### src/rtl/otter_cu_pkg.sv
// Shared state encoding and RV32I opcode constants for the OTTER control unit and decoder.
package otter_cu_pkg;

  typedef enum logic [2:0] {
    ST_INIT      = 3'd0,
    ST_FETCH     = 3'd1,
    ST_EXEC      = 3'd2,
    ST_LOAD_WAIT = 3'd3,
    ST_WRITEBACK = 3'd4,
    ST_INTR      = 3'd5
  } cu_state_t;

  localparam logic [6:0] OP_RTYPE  = 7'b0110011;
  localparam logic [6:0] OP_ITYPE  = 7'b0010011;
  localparam logic [6:0] OP_LOAD   = 7'b0000011;
  localparam logic [6:0] OP_STORE  = 7'b0100011;
  localparam logic [6:0] OP_BRANCH = 7'b1100011;
  localparam logic [6:0] OP_JAL    = 7'b1101111;
  localparam logic [6:0] OP_JALR   = 7'b1100111;
  localparam logic [6:0] OP_LUI    = 7'b0110111;
  localparam logic [6:0] OP_AUIPC  = 7'b0010111;
  localparam logic [6:0] OP_SYSTEM = 7'b1110011;

  localparam logic [2:0] F3_MRET    = 3'b000;
  localparam logic [2:0] F3_SYS_RSV = 3'b100;

  function automatic int max3(input int a, input int b, input int c);
    int m;
    m = (a > b) ? a : b;
    return (m > c) ? m : c;
  endfunction

endpackage

### src/rtl/cu_fsm_mc_if.sv
// Instruction-field inputs and datapath enable strobes between the control unit and the datapath.
interface cu_fsm_mc_if;
  logic [6:0] ir6_0;
  logic [2:0] ir14_12;
  logic       intr;
  logic       csr_mie;
  logic       PCWrite;
  logic       regWrite;
  logic       memWE2;
  logic       memRDEN1;
  logic       memRDEN2;
  logic       reset;
  logic       csr_WE;
  logic       int_taken;
  logic       mret_exec;

  // Enables are level strobes, one cycle per write; there is no valid/ready handshake.
  modport master (
    input  ir6_0, ir14_12, intr, csr_mie,
    output PCWrite, regWrite, memWE2, memRDEN1, memRDEN2, reset, csr_WE, int_taken, mret_exec
  );

  modport slave (
    output ir6_0, ir14_12, intr, csr_mie,
    input  PCWrite, regWrite, memWE2, memRDEN1, memRDEN2, reset, csr_WE, int_taken, mret_exec
  );
endinterface

### src/rtl/cu_fsm_mc.sv
// Multicycle OTTER control unit: init hold, fetch/load wait states, interrupt entry, CSR/mret decode.
module cu_fsm_mc
  import otter_cu_pkg::*;
#(
  parameter int INIT_CYCLES = 1,
  parameter int FETCH_WAIT  = 0,
  parameter int LOAD_WAIT   = 0
) (
  input  logic              CLK,
  input  logic              RST_N,
  cu_fsm_mc_if.master       bus,
  output cu_state_t         state_o
);

  localparam int CNT_MAX = max3(INIT_CYCLES, FETCH_WAIT + 1, LOAD_WAIT + 1);
  localparam int CW      = $clog2(CNT_MAX + 1);

  localparam logic [CW-1:0] INIT_LAST  = CW'(INIT_CYCLES - 1);
  localparam logic [CW-1:0] FETCH_LAST = CW'(FETCH_WAIT);
  localparam logic [CW-1:0] LOAD_LAST  = CW'((LOAD_WAIT > 0) ? LOAD_WAIT - 1 : 0);

  cu_state_t     state_q, state_d;
  logic [CW-1:0] cnt_q;
  logic          intr_pend;
  logic          is_load;

  logic pc_write, reg_write, mem_we2, mem_rden1, mem_rden2, rst_out, csr_we, int_tkn, mret_x;

  assign intr_pend = bus.intr & bus.csr_mie;
  assign is_load   = (bus.ir6_0 == OP_LOAD);

  always_comb begin
    state_d = state_q;
    case (state_q)
      ST_INIT:      if (cnt_q == INIT_LAST) state_d = ST_FETCH;
      ST_FETCH:     if (cnt_q == FETCH_LAST) state_d = ST_EXEC;
      ST_EXEC: begin
        if (is_load) state_d = (LOAD_WAIT > 0) ? ST_LOAD_WAIT : ST_WRITEBACK;
        else         state_d = intr_pend ? ST_INTR : ST_FETCH;
      end
      ST_LOAD_WAIT: if (cnt_q == LOAD_LAST) state_d = ST_WRITEBACK;
      ST_WRITEBACK: state_d = intr_pend ? ST_INTR : ST_FETCH;
      ST_INTR:      state_d = ST_FETCH;
      default:      state_d = ST_INIT;
    endcase
  end

  // The counter restarts on every state change, so each wait state counts from zero.
  always_ff @(posedge CLK) begin
    if (!RST_N) begin
      state_q <= ST_INIT;
      cnt_q   <= '0;
    end else begin
      state_q <= state_d;
      cnt_q   <= (state_d != state_q) ? '0 : cnt_q + CW'(1);
    end
  end

  always_comb begin
    pc_write  = 1'b0;
    reg_write = 1'b0;
    mem_we2   = 1'b0;
    mem_rden1 = 1'b0;
    mem_rden2 = 1'b0;
    rst_out   = 1'b0;
    csr_we    = 1'b0;
    int_tkn   = 1'b0;
    mret_x    = 1'b0;
    case (state_q)
      ST_INIT:  rst_out   = 1'b1;
      ST_FETCH: mem_rden1 = 1'b1;
      ST_EXEC: begin
        case (bus.ir6_0)
          OP_RTYPE, OP_ITYPE, OP_JALR, OP_LUI, OP_AUIPC, OP_JAL: begin
            reg_write = 1'b1;
            pc_write  = 1'b1;
          end
          OP_STORE: begin
            mem_we2  = 1'b1;
            pc_write = 1'b1;
          end
          OP_BRANCH: pc_write  = 1'b1;
          OP_LOAD:   mem_rden2 = 1'b1;
          OP_SYSTEM: begin
            pc_write = 1'b1;
            if (bus.ir14_12 == F3_MRET) begin
              mret_x = 1'b1;
            end else if (bus.ir14_12 != F3_SYS_RSV) begin
              csr_we    = 1'b1;
              reg_write = 1'b1;
            end
          end
          // Illegal opcodes only advance the PC so the instruction is skipped.
          default: pc_write = 1'b1;
        endcase
      end
      ST_LOAD_WAIT: mem_rden2 = 1'b1;
      ST_WRITEBACK: begin
        reg_write = 1'b1;
        pc_write  = 1'b1;
      end
      ST_INTR: begin
        int_tkn  = 1'b1;
        pc_write = 1'b1;
      end
      default: ;
    endcase
  end

  assign bus.PCWrite   = pc_write;
  assign bus.regWrite  = reg_write;
  assign bus.memWE2    = mem_we2;
  assign bus.memRDEN1  = mem_rden1;
  assign bus.memRDEN2  = mem_rden2;
  assign bus.reset     = rst_out;
  assign bus.csr_WE    = csr_we;
  assign bus.int_taken = int_tkn;
  assign bus.mret_exec = mret_x;
  assign state_o       = state_q;

endmodule

### src/flat_wrapper.sv
// flat-port wrapper written by rule: the top's interface ports become plain ports
module cu_fsm_mc_flat import otter_cu_pkg::*;
#(
  parameter int INIT_CYCLES = 1,
  parameter int FETCH_WAIT  = 0,
  parameter int LOAD_WAIT   = 0
)
  (CLK, RST_N, state_o, bus_ir6_0, bus_ir14_12, bus_intr, bus_csr_mie, bus_PCWrite, bus_regWrite, bus_memWE2, bus_memRDEN1, bus_memRDEN2, bus_reset, bus_csr_WE, bus_int_taken, bus_mret_exec);
  cu_fsm_mc_if bus_i ();
  input  logic CLK;
  input  logic RST_N;
  output cu_state_t state_o;
  input wire logic [$bits(bus_i.ir6_0)-1:0] bus_ir6_0;
  input wire logic [$bits(bus_i.ir14_12)-1:0] bus_ir14_12;
  input wire logic [$bits(bus_i.intr)-1:0] bus_intr;
  input wire logic [$bits(bus_i.csr_mie)-1:0] bus_csr_mie;
  output wire logic [$bits(bus_i.PCWrite)-1:0] bus_PCWrite;
  output wire logic [$bits(bus_i.regWrite)-1:0] bus_regWrite;
  output wire logic [$bits(bus_i.memWE2)-1:0] bus_memWE2;
  output wire logic [$bits(bus_i.memRDEN1)-1:0] bus_memRDEN1;
  output wire logic [$bits(bus_i.memRDEN2)-1:0] bus_memRDEN2;
  output wire logic [$bits(bus_i.reset)-1:0] bus_reset;
  output wire logic [$bits(bus_i.csr_WE)-1:0] bus_csr_WE;
  output wire logic [$bits(bus_i.int_taken)-1:0] bus_int_taken;
  output wire logic [$bits(bus_i.mret_exec)-1:0] bus_mret_exec;
  assign bus_i.ir6_0 = bus_ir6_0;
  assign bus_i.ir14_12 = bus_ir14_12;
  assign bus_i.intr = bus_intr;
  assign bus_i.csr_mie = bus_csr_mie;
  assign bus_PCWrite = bus_i.PCWrite;
  assign bus_regWrite = bus_i.regWrite;
  assign bus_memWE2 = bus_i.memWE2;
  assign bus_memRDEN1 = bus_i.memRDEN1;
  assign bus_memRDEN2 = bus_i.memRDEN2;
  assign bus_reset = bus_i.reset;
  assign bus_csr_WE = bus_i.csr_WE;
  assign bus_int_taken = bus_i.int_taken;
  assign bus_mret_exec = bus_i.mret_exec;
  cu_fsm_mc #(.INIT_CYCLES(INIT_CYCLES), .FETCH_WAIT(FETCH_WAIT), .LOAD_WAIT(LOAD_WAIT)) u_core (.CLK(CLK), .RST_N(RST_N), .bus(bus_i), .state_o(state_o));
endmodule
### config.mk
export PLATFORM = sky130hd
export DESIGN_NAME = cu_fsm_mc_flat
export DESIGN_NICKNAME = d
export VERILOG_FILES = /design/src/rtl/otter_cu_pkg.sv /design/src/rtl/cu_fsm_mc_if.sv /design/src/rtl/cu_fsm_mc.sv /design/src/flat_wrapper.sv
export SDC_FILE = /design/constraint.sdc
export NUM_CORES = 1
export LEC_CHECK = 0
export BUFFER_PORTS_ARGS = -buffer_cell sky130_fd_sc_hd__buf_2
export CORE_AREA = 2 2 39 41
export DETAILED_ROUTE_END_ITERATION = 7
export DIE_AREA = 0 0 41 43
export PLACE_DENSITY_LB_ADDON = 0.2
export RECOVER_POWER = 25
export SLEW_MARGIN = 20
export SYNTH_ARGS = -nofsm -noshare
export SYNTH_HDL_FRONTEND = slang
export SYNTH_SLANG_ARGS = --single-unit
### constraint.sdc
create_clock -name CLK -period 3.5 [get_ports CLK]
set_clock_uncertainty 0.2 [all_clocks]
set_input_delay 0.35 -clock CLK [delete_from_list [all_inputs] [get_ports CLK]]
set_output_delay 0.35 -clock CLK [all_outputs]
set_load 0.02 [all_outputs]
==> insert_results.sql, run 1 <==
INSERT INTO impl_metrics (metric_group, metric, value, unit) VALUES
('status', 'run_status', 'finished, final reports clean', ''),
('detailed_routing', 'num_vias', '414', ''),
('synth', 'synth_sequential_area_ratio', '22.1', '%'),
('synth', 'synth_enable_flop_cells', '0', ''),
('grt', 'grt_pass1_wl', '1440', 'um'),
('final_layout', 'total_of_fill_cells_in_the_finished_design', '161', ''),
('detailed_routing', 'avgViaCountPerCell', '4.81', ''),
('job', 'max_cap_violations', '0', ''),
('power_and_ir_drop', 'power.combinational.fraction', '24.7', '%'),
('die', 'core_area', '0.00138', 'mm2'),
('die', 'die_width', '41', 'um'),
('synth', 'synth_area_per_cell', '8.06', 'um2'),
('worst_hold_path', 'min_path_type', 'in -> reg', ''),
('placement', 'post-dp-hpwl', '724', 'um'),
('synth', 'syn-instance-count', '45', ''),
('clocking', 'clock_latency_of_the_later_clocked_register_in_the_worst_skew_pair', '0.23', 'ns'),
('synth', 'yosys_register_bits', '4', ''),
('power_and_ir_drop', 'cell_internal_pwr', '103', 'uW'),
('synth', 'netlist_top_cells_area', 'dfxtp_1, nor3_1, nor3b_4', ''),
('die', 'floorplan.die.height', '43', 'um'),
('sta', 'setup_repair_after_global_routing_missed_its_margin', 'false', ''),
('sta', 'finalWorstPathRequiredPeriod', '2.30', 'ns'),
('synth', 'synth_top_cell_area_share', '22.1', '%'),
('clocking', 'cts_hold_buffers', '0', ''),
('synth', 'synth_area', '363', 'um2'),
('worst_setup_path', 'worst-setup-path-type', 'reg -> out', ''),
('sta', 'final-max-slew-violation-count', '0', ''),
('clocking', 'cts_clk_pin_slew_worst_paths', '0.04', 'ns'),
('detailed_routing', 'met3WireLength', '56', 'um'),
('die', 'num_io_pins', '26', ''),
('grt', 'grt_pass1_vias', '372', ''),
('final_layout', 'register_area', '80.1', 'um2'),
('final_layout', 'multi_input_area', '238', 'um2'),
('synth', 'most_frequently_used_flop_master_after_synthesis', 'dfxtp_1', ''),
('grt', 'gr_ovfl_total', '0', ''),
('synth', 'synth_top_cells_by_count', 'nor3_1, dfxtp_1', ''),
('detailed_routing', 'routed_wirelength', '921', 'um'),
('sta', 'min_period_over_period', '65.7', '%'),
('final_layout', 'final_core_utilization', '35.5', '%'),
('synth', 'synth.most_common_cell', 'nor3_1', ''),
('worst_setup_path', 'critPathArrivalTime', '1.75', 'ns'),
('final_layout', 'final_layout_size_suffix_gt1_share', '41.4', '%'),
('grt', 'antenna_found_initial', '0', ''),
('final_layout', 'synthToLayoutAreaGrowth', '35.5', '%'),
('clocking', 'clock-sinks', '4', ''),
('sta', 'setup-tns-final', '0', 'ns'),
('worst_setup_path', 'worstPathMaxFanout', '11', ''),
('sta', 'setup_viol_count_final', '0', ''),
('clocking', 'cts_resized', '0', ''),
('detailed_routing', 'route.detailed.wl_per_inst', '10.7', 'um'),
('synth', 'synth.yosys.warnings', '0', ''),
('detailed_routing', 'top_signal_layer_used', 'met4', ''),
('die', 'die_area', '0.00176', 'mm2'),
('final_layout', 'nNetsFinal', '86', ''),
('sta', 'finalHoldViolations', '0', ''),
('sta', 'max_freq', '435', 'MHz'),
('die', 'effective_utilization_at_floorplan', '26.2', '%'),
('clocking', 'clockBufferDepth', '2', ''),
('synth', 'synth_async_sr_flop_share', '0', '%'),
('power_and_ir_drop', 'power-per-cell-area', '296', 'mW/mm2'),
('worst_setup_path', 'worstSetupEndpointType', 'output pin', ''),
('final_layout', 'antenna-diode-count', '0', ''),
('clocking', 'cts_max_level', '1', ''),
('power_and_ir_drop', 'seq_power_share', '36.8', '%'),
('worst_setup_path', 'timing.critical_path.from_type', 'register', ''),
('grt', 'globalRouteTotalUtil', '12.1', '%'),
('synth', 'synthesis.nets', '59', ''),
('detailed_routing', 'route.met2.wl', '423', 'um'),
('power_and_ir_drop', 'post-layout-total-power', '146', 'uW'),
('clocking', 'clock_tree.root_cell', 'clkbuf_4', ''),
('clocking', 'cts_tree', 'yes', '');
flip-flops by register name, summed over array words and instances (netlist names):
name	flops
u_core.cnt_q	1
u_core.state_o	3
cell usage in the layout, fill, tap and decap left out:
| master | count |
|---|---|
| buf_2 | 24 |
| nor3_1 | 6 |
| dfxtp_1 | 4 |
| clkbuf_4 | 3 |
| inv_1 | 2 |
| nor2_1 | 2 |
| a21oi_1 | 2 |
| nor3b_1 | 2 |
| nand4b_1 | 2 |
| or3_1 | 2 |
| nand2_1 | 2 |
| nand3_1 | 2 |
| a31oi_1 | 2 |
| nand2b_1 | 1 |
| and4bb_2 | 1 |
| o2111a_1 | 1 |
| and3_4 | 1 |
| or3b_1 | 1 |
| a211oi_1 | 1 |
| a21bo_1 | 1 |
| xor2_1 | 1 |
| nand4_1 | 1 |
| nor2b_1 | 1 |
| nand3b_1 | 1 |
| xnor2_1 | 1 |
| and3_1 | 1 |
| clkbuf_1 | 1 |
| conb_1 | 1 |
power groups by stage:
| stage | clock (mW) | sequential, mW | combinational, mW |
|---|---|---|---|
| floorplan | 0 | 0.0526 | 0.0246 |
| global placement | 0 | 0.0549 | 0.0367 |
| detailed placement | 0 | 0.0550 | 0.0370 |
| CTS | 0.0582 | 0.0543 | 0.0371 |
| global route | 0.0612 | 0.0541 | 0.0400 |
| finish | 0.0561 | 0.0536 | 0.0359 |
area by class of cell:
class	count	area share (%)
Clock buffer	3	4.58
Inverter	2	1.53
Multi-Input combinational cell	36	48.3
Sequential cell	4	16.3
Tap cell	16	4.07
Timing Repair Buffer	25	25.2
metrics by stage:
step / setup slack [ns] / hold slack (ns) / area, um2
5_1_grt: 1.05 / 0.164 / 492
2_1_floorplan: 1.51 / 0.281 / 363
6_report: 1.20 / 0.162 / 492
3_3_place_gp: 1.57 / 0.391 / 482
4_1_cts: 1.36 / 0.153 / 504
3_5_place_dp: 1.55 / 0.397 / 482
final timing paths:
path | start | endpoint | slack, ns | depth (start not counted)
setup / recovery | u_core.state_o[1] | bus_mret_exec | 1.20 | 4
hold / removal | RST_N | u_core.state_o[1] | 0.16 | 2
setup reg to reg | u_core.state_o[1] | u_core.state_o[0] | 1.80 | 3
hold reg to reg | u_core.cnt_q | u_core.state_o[0] | 0.40 | 2
layer usage:
metal | GRT usage [%] | vias to the layer above
met5 | 0 | -
met4 | 8.00 | 0
met3 | 3.14 | 2
met2 | 17.5 | 14
met1 | 15.1 | 179
li1 | - | 219
kinds of logic (layout without fill, tap and decap cells):
logic type	after synthesis	after routing	share of synthesized area, %
flops	4	4	22.1
xor+xnor	2	2	4.83
simple gates	26	26	48.6
compound gates	7	7	14.1
other cells	1	1	1.03
buf+inv	5	30	9.31
worst max-delay path, cell delays in order (launching register included):
cell and delay, ns:
dfxtp_1 0.53, nor3b_1 0.45, nand3_1 0.16, nor3_1 0.19, buf_2 0.18
Note: power is estimated with default switching activity, not from simulation.
==> run 2, diff against run 1 <==
- clock period: 3.5 -> 2.3 ns (I/O delays scaled with it)
==> insert_results.sql, run 2 (synthesis results as in run 1) <==
INSERT INTO impl_metrics (metric_group, metric, value, unit) VALUES
('die', 'num_io_pins', '26', ''),
('clocking', 'clock_latency_of_the_later_clocked_register_in_the_worst_skew_pair', '0.24', 'ns'),
('final_layout', 'final_layout_size_suffix_gt1_share', '42.9', '%'),
('final_layout', 'most_frequent_standard_cell_in_the_layout_excluding_fill_and_tap_cells', 'buf_2', ''),
('detailed_routing', 'remaining_number_of_nets_flagged_by_the_antenna_check_after_routing', '0', ''),
('worst_setup_path', 'critical-path-slowest-cell', 'dfxtp_1', ''),
('sta', 'worst_hold_slack', '0.0279', 'ns'),
('sta', 'finalWorstPathRequiredPeriod', '2.01', 'ns'),
('sta', 'setup_repair_after_global_routing_missed_its_margin', 'false', ''),
('job', 'max_cap_violations', '0', ''),
('worst_setup_path', 'worst_r2r_endpoint', 'u_core.state_o[0]', ''),
('final_layout', 'layout.cells.most_common_list', 'buf_2, nor3_1, dfxtp_1', ''),
('worst_setup_path', 'worstPathMaxFanout', '11', ''),
('clocking', 'post_cts.repair.setup_buffers', '0', ''),
('sta', 'finalHoldViolations', '0', ''),
('clocking', 'cts_resized', '0', ''),
('final_layout', 'antenna-diode-count', '0', ''),
('clocking', 'clock_tree.root_cell', 'clkbuf_4', ''),
('final_layout', 'synthToLayoutAreaGrowth', '38.6', '%'),
('power_and_ir_drop', 'power.switching', '69.5', 'uW'),
('power_and_ir_drop', 'peakVddDrop', '230', 'uV'),
('worst_hold_path', 'hold_end', 'u_core.state_o[1]', ''),
('worst_setup_path', 'path_cells', 'nor3b_4, and3_4, or3_1, buf_2', ''),
('power_and_ir_drop', 'static-leakage-power', '0.249', 'nW'),
('sta', 'setup_viol_count_final', '0', ''),
('detailed_routing', 'drt_iter0_drc', '16', ''),
('grt', 'grt_pass1_vias', '375', ''),
('worst_hold_path', 'hold_path_startpoint', 'RST_N', ''),
('power_and_ir_drop', 'power.share.clock', '39.1', '%'),
('grt', 'gr_ovfl_total', '0', ''),
('detailed_routing', 'drt-pass1-iter-count', '4', ''),
('detailed_routing', 'num_vias', '412', ''),
('power_and_ir_drop', 'seq_power_share', '36.3', '%'),
('worst_hold_path', 'min_path_type', 'in -> reg', ''),
('die', 'floorplan.die.height', '43', 'um'),
('final_layout', 'total_of_fill_cells_in_the_finished_design', '154', ''),
('worst_setup_path', 'timing.reg2reg.setup_slack', '0.76', 'ns'),
('grt', 'globalRouteTotalUtil', '13.0', '%'),
('sta', 'final-max-slew-violation-count', '0', ''),
('die', 'die_area', '0.00176', 'mm2'),
('clocking', 'cts_tree', 'yes', ''),
('worst_setup_path', 'worstSetupEndpointType', 'output pin', ''),
('clocking', 'cts_hold_buffers', '0', ''),
('worst_setup_path', 'critPathArrivalTime', '1.58', 'ns'),
('sta', 'min_period_over_period', '87.6', '%'),
('worst_setup_path', 'critical_path.reg2reg.startpoint', 'u_core.state_o[1]', ''),
('detailed_routing', 'routed_wirelength', '953', 'um'),
('power_and_ir_drop', 'cell_internal_pwr', '158', 'uW'),
('grt', 'grt_start_max_net_pins', '12', ''),
('grt', 'antenna_found_initial', '0', ''),
('placement', 'finalWeightedCongestion', '0.722', ''),
('die', 'die_width', '41', 'um'),
('worst_hold_path', 'worst_hold_path.num_cells', '2', ''),
('detailed_routing', 'drcViolationCount', '0', ''),
('power_and_ir_drop', 'power-per-cell-area', '451', 'mW/mm2'),
('final_layout', 'nNetsFinal', '86', ''),
('worst_setup_path', 'critical_path_required', '1.87', 'ns'),
('detailed_routing', 'avgViaCountPerCell', '4.79', ''),
('worst_setup_path', 'timing.critical_path.from_type', 'register', ''),
('clocking', 'clock-sinks', '4', ''),
('final_layout', 'largest_reg_flops', '3', ''),
('grt', 'grt_pass1_wl', '1480', 'um'),
('power_and_ir_drop', 'power.combinational.fraction', '24.5', '%'),
('sta', 'setup-tns-final', '0', 'ns'),
('placement', 'port_buffers', '25', ''),
('power_and_ir_drop', 'power.share.switching', '30.6', '%'),
('worst_setup_path', 'ff2ff_path_depth', '3', ''),
('placement', 'post-dp-hpwl', '705', 'um'),
('status', 'run_status', 'finished, final reports clean', ''),
('clocking', 'clockBufferDepth', '2', ''),
('grt', 'gr-usage-met1', '16.4', '%'),
('grt', 'gr-usage-met2', '15.9', '%'),
('die', 'core.rowCount', '14', ''),
('grt', 'grtUsageMet3', '7.85', '%'),
('clocking', 'cts_max_level', '1', ''),
('worst_setup_path', 'slowest_delay', '0.41', 'ns'),
('clocking', 'cts_clk_pin_slew_worst_paths', '0.04', 'ns'),
('grt', 'grt_most_used_layer', 'met1', ''),
('clocking', 'cts_made_buffers', '3', ''),
('die', 'effective_utilization_at_floorplan', '26.2', '%'),
('die', 'core_area', '0.00138', 'mm2'),
('sta', 'max_freq', '496', 'MHz'),
('detailed_routing', 'route.detailed.wl_per_inst', '11.1', 'um'),
('worst_setup_path', 'worst-setup-path-type', 'reg -> out', '');
[run 2: power groups by stage]
stage,sequential (mW),clock (mW),combinational [mW]
after floorplan,0.0801,0,0.0375
after global placement,0.0832,0,0.0567
after detailed placement,0.0834,0,0.0561
after CTS,0.0824,0.0940,0.0564
after global routing,0.0831,0.102,0.0614
final,0.0825,0.0889,0.0557
[run 2: how the worst max path moves through the flow]
stage                            from            end  slack [ns]  cells past startpoint
floorplan           u_core.state_o[1]  bus_mret_exec        0.43                      4
detailed placement  u_core.state_o[2]   bus_regWrite        0.54                      4
global route        u_core.state_o[1]  bus_mret_exec        0.19                      4
global placement    u_core.state_o[0]   bus_regWrite        0.57                      4
CTS                 u_core.state_o[1]   bus_regWrite        0.28                      4
finish              u_core.state_o[1]   bus_regWrite        0.29                      4
[run 2: layout make-up]
| cell class | instances | area [um2] | area share, % |
|---|---|---|---|
| multi-input combinational | 36 | 249 | 49.5 |
| timing repair buffer | 25 | 124 | 24.6 |
| sequential | 4 | 80.1 | 15.9 |
| clock buffer | 3 | 22.5 | 4.48 |
| tap | 16 | 20.0 | 3.98 |
| inverter | 2 | 7.51 | 1.49 |
[run 2: critical path, delay by kind of cell, from the launching register on]
family	cells	cell delay, ns
simple gates	3	0.76
flops	1	0.41
buf+inv	1	0.16
[run 2: per-layer routing]
| layer | share of wire (%) | vias to the layer above | wire length, um |
|---|---|---|---|
| met1 | 47 | 177 | 445 |
| met5 | 0 | - | 0 |
| li1 | - | 215 | - |
| met4 | 1.5 | 0 | 14 |
| met2 | 43 | 17 | 410 |
| met3 | 8.7 | 3 | 83 |
[run 2: stage by stage]
| step | utilization (%) | power [mW] | std cells | instance area [um2] | worst slack (ns) |
|---|---|---|---|---|---|
| 3_3_place_gp | 34.8 | 0.140 | 83 | 482 | 0.568 |
| 4_1_cts | 36.4 | 0.233 | 86 | 504 | 0.280 |
| 5_1_grt | 36.3 | 0.246 | 86 | 503 | 0.187 |
| 2_1_floorplan | - | 0.118 | 45 | 363 | 0.428 |
| 3_5_place_dp | 34.8 | 0.140 | 83 | 482 | 0.543 |
| 6_report | 36.3 | 0.227 | 86 | 503 | 0.285 |
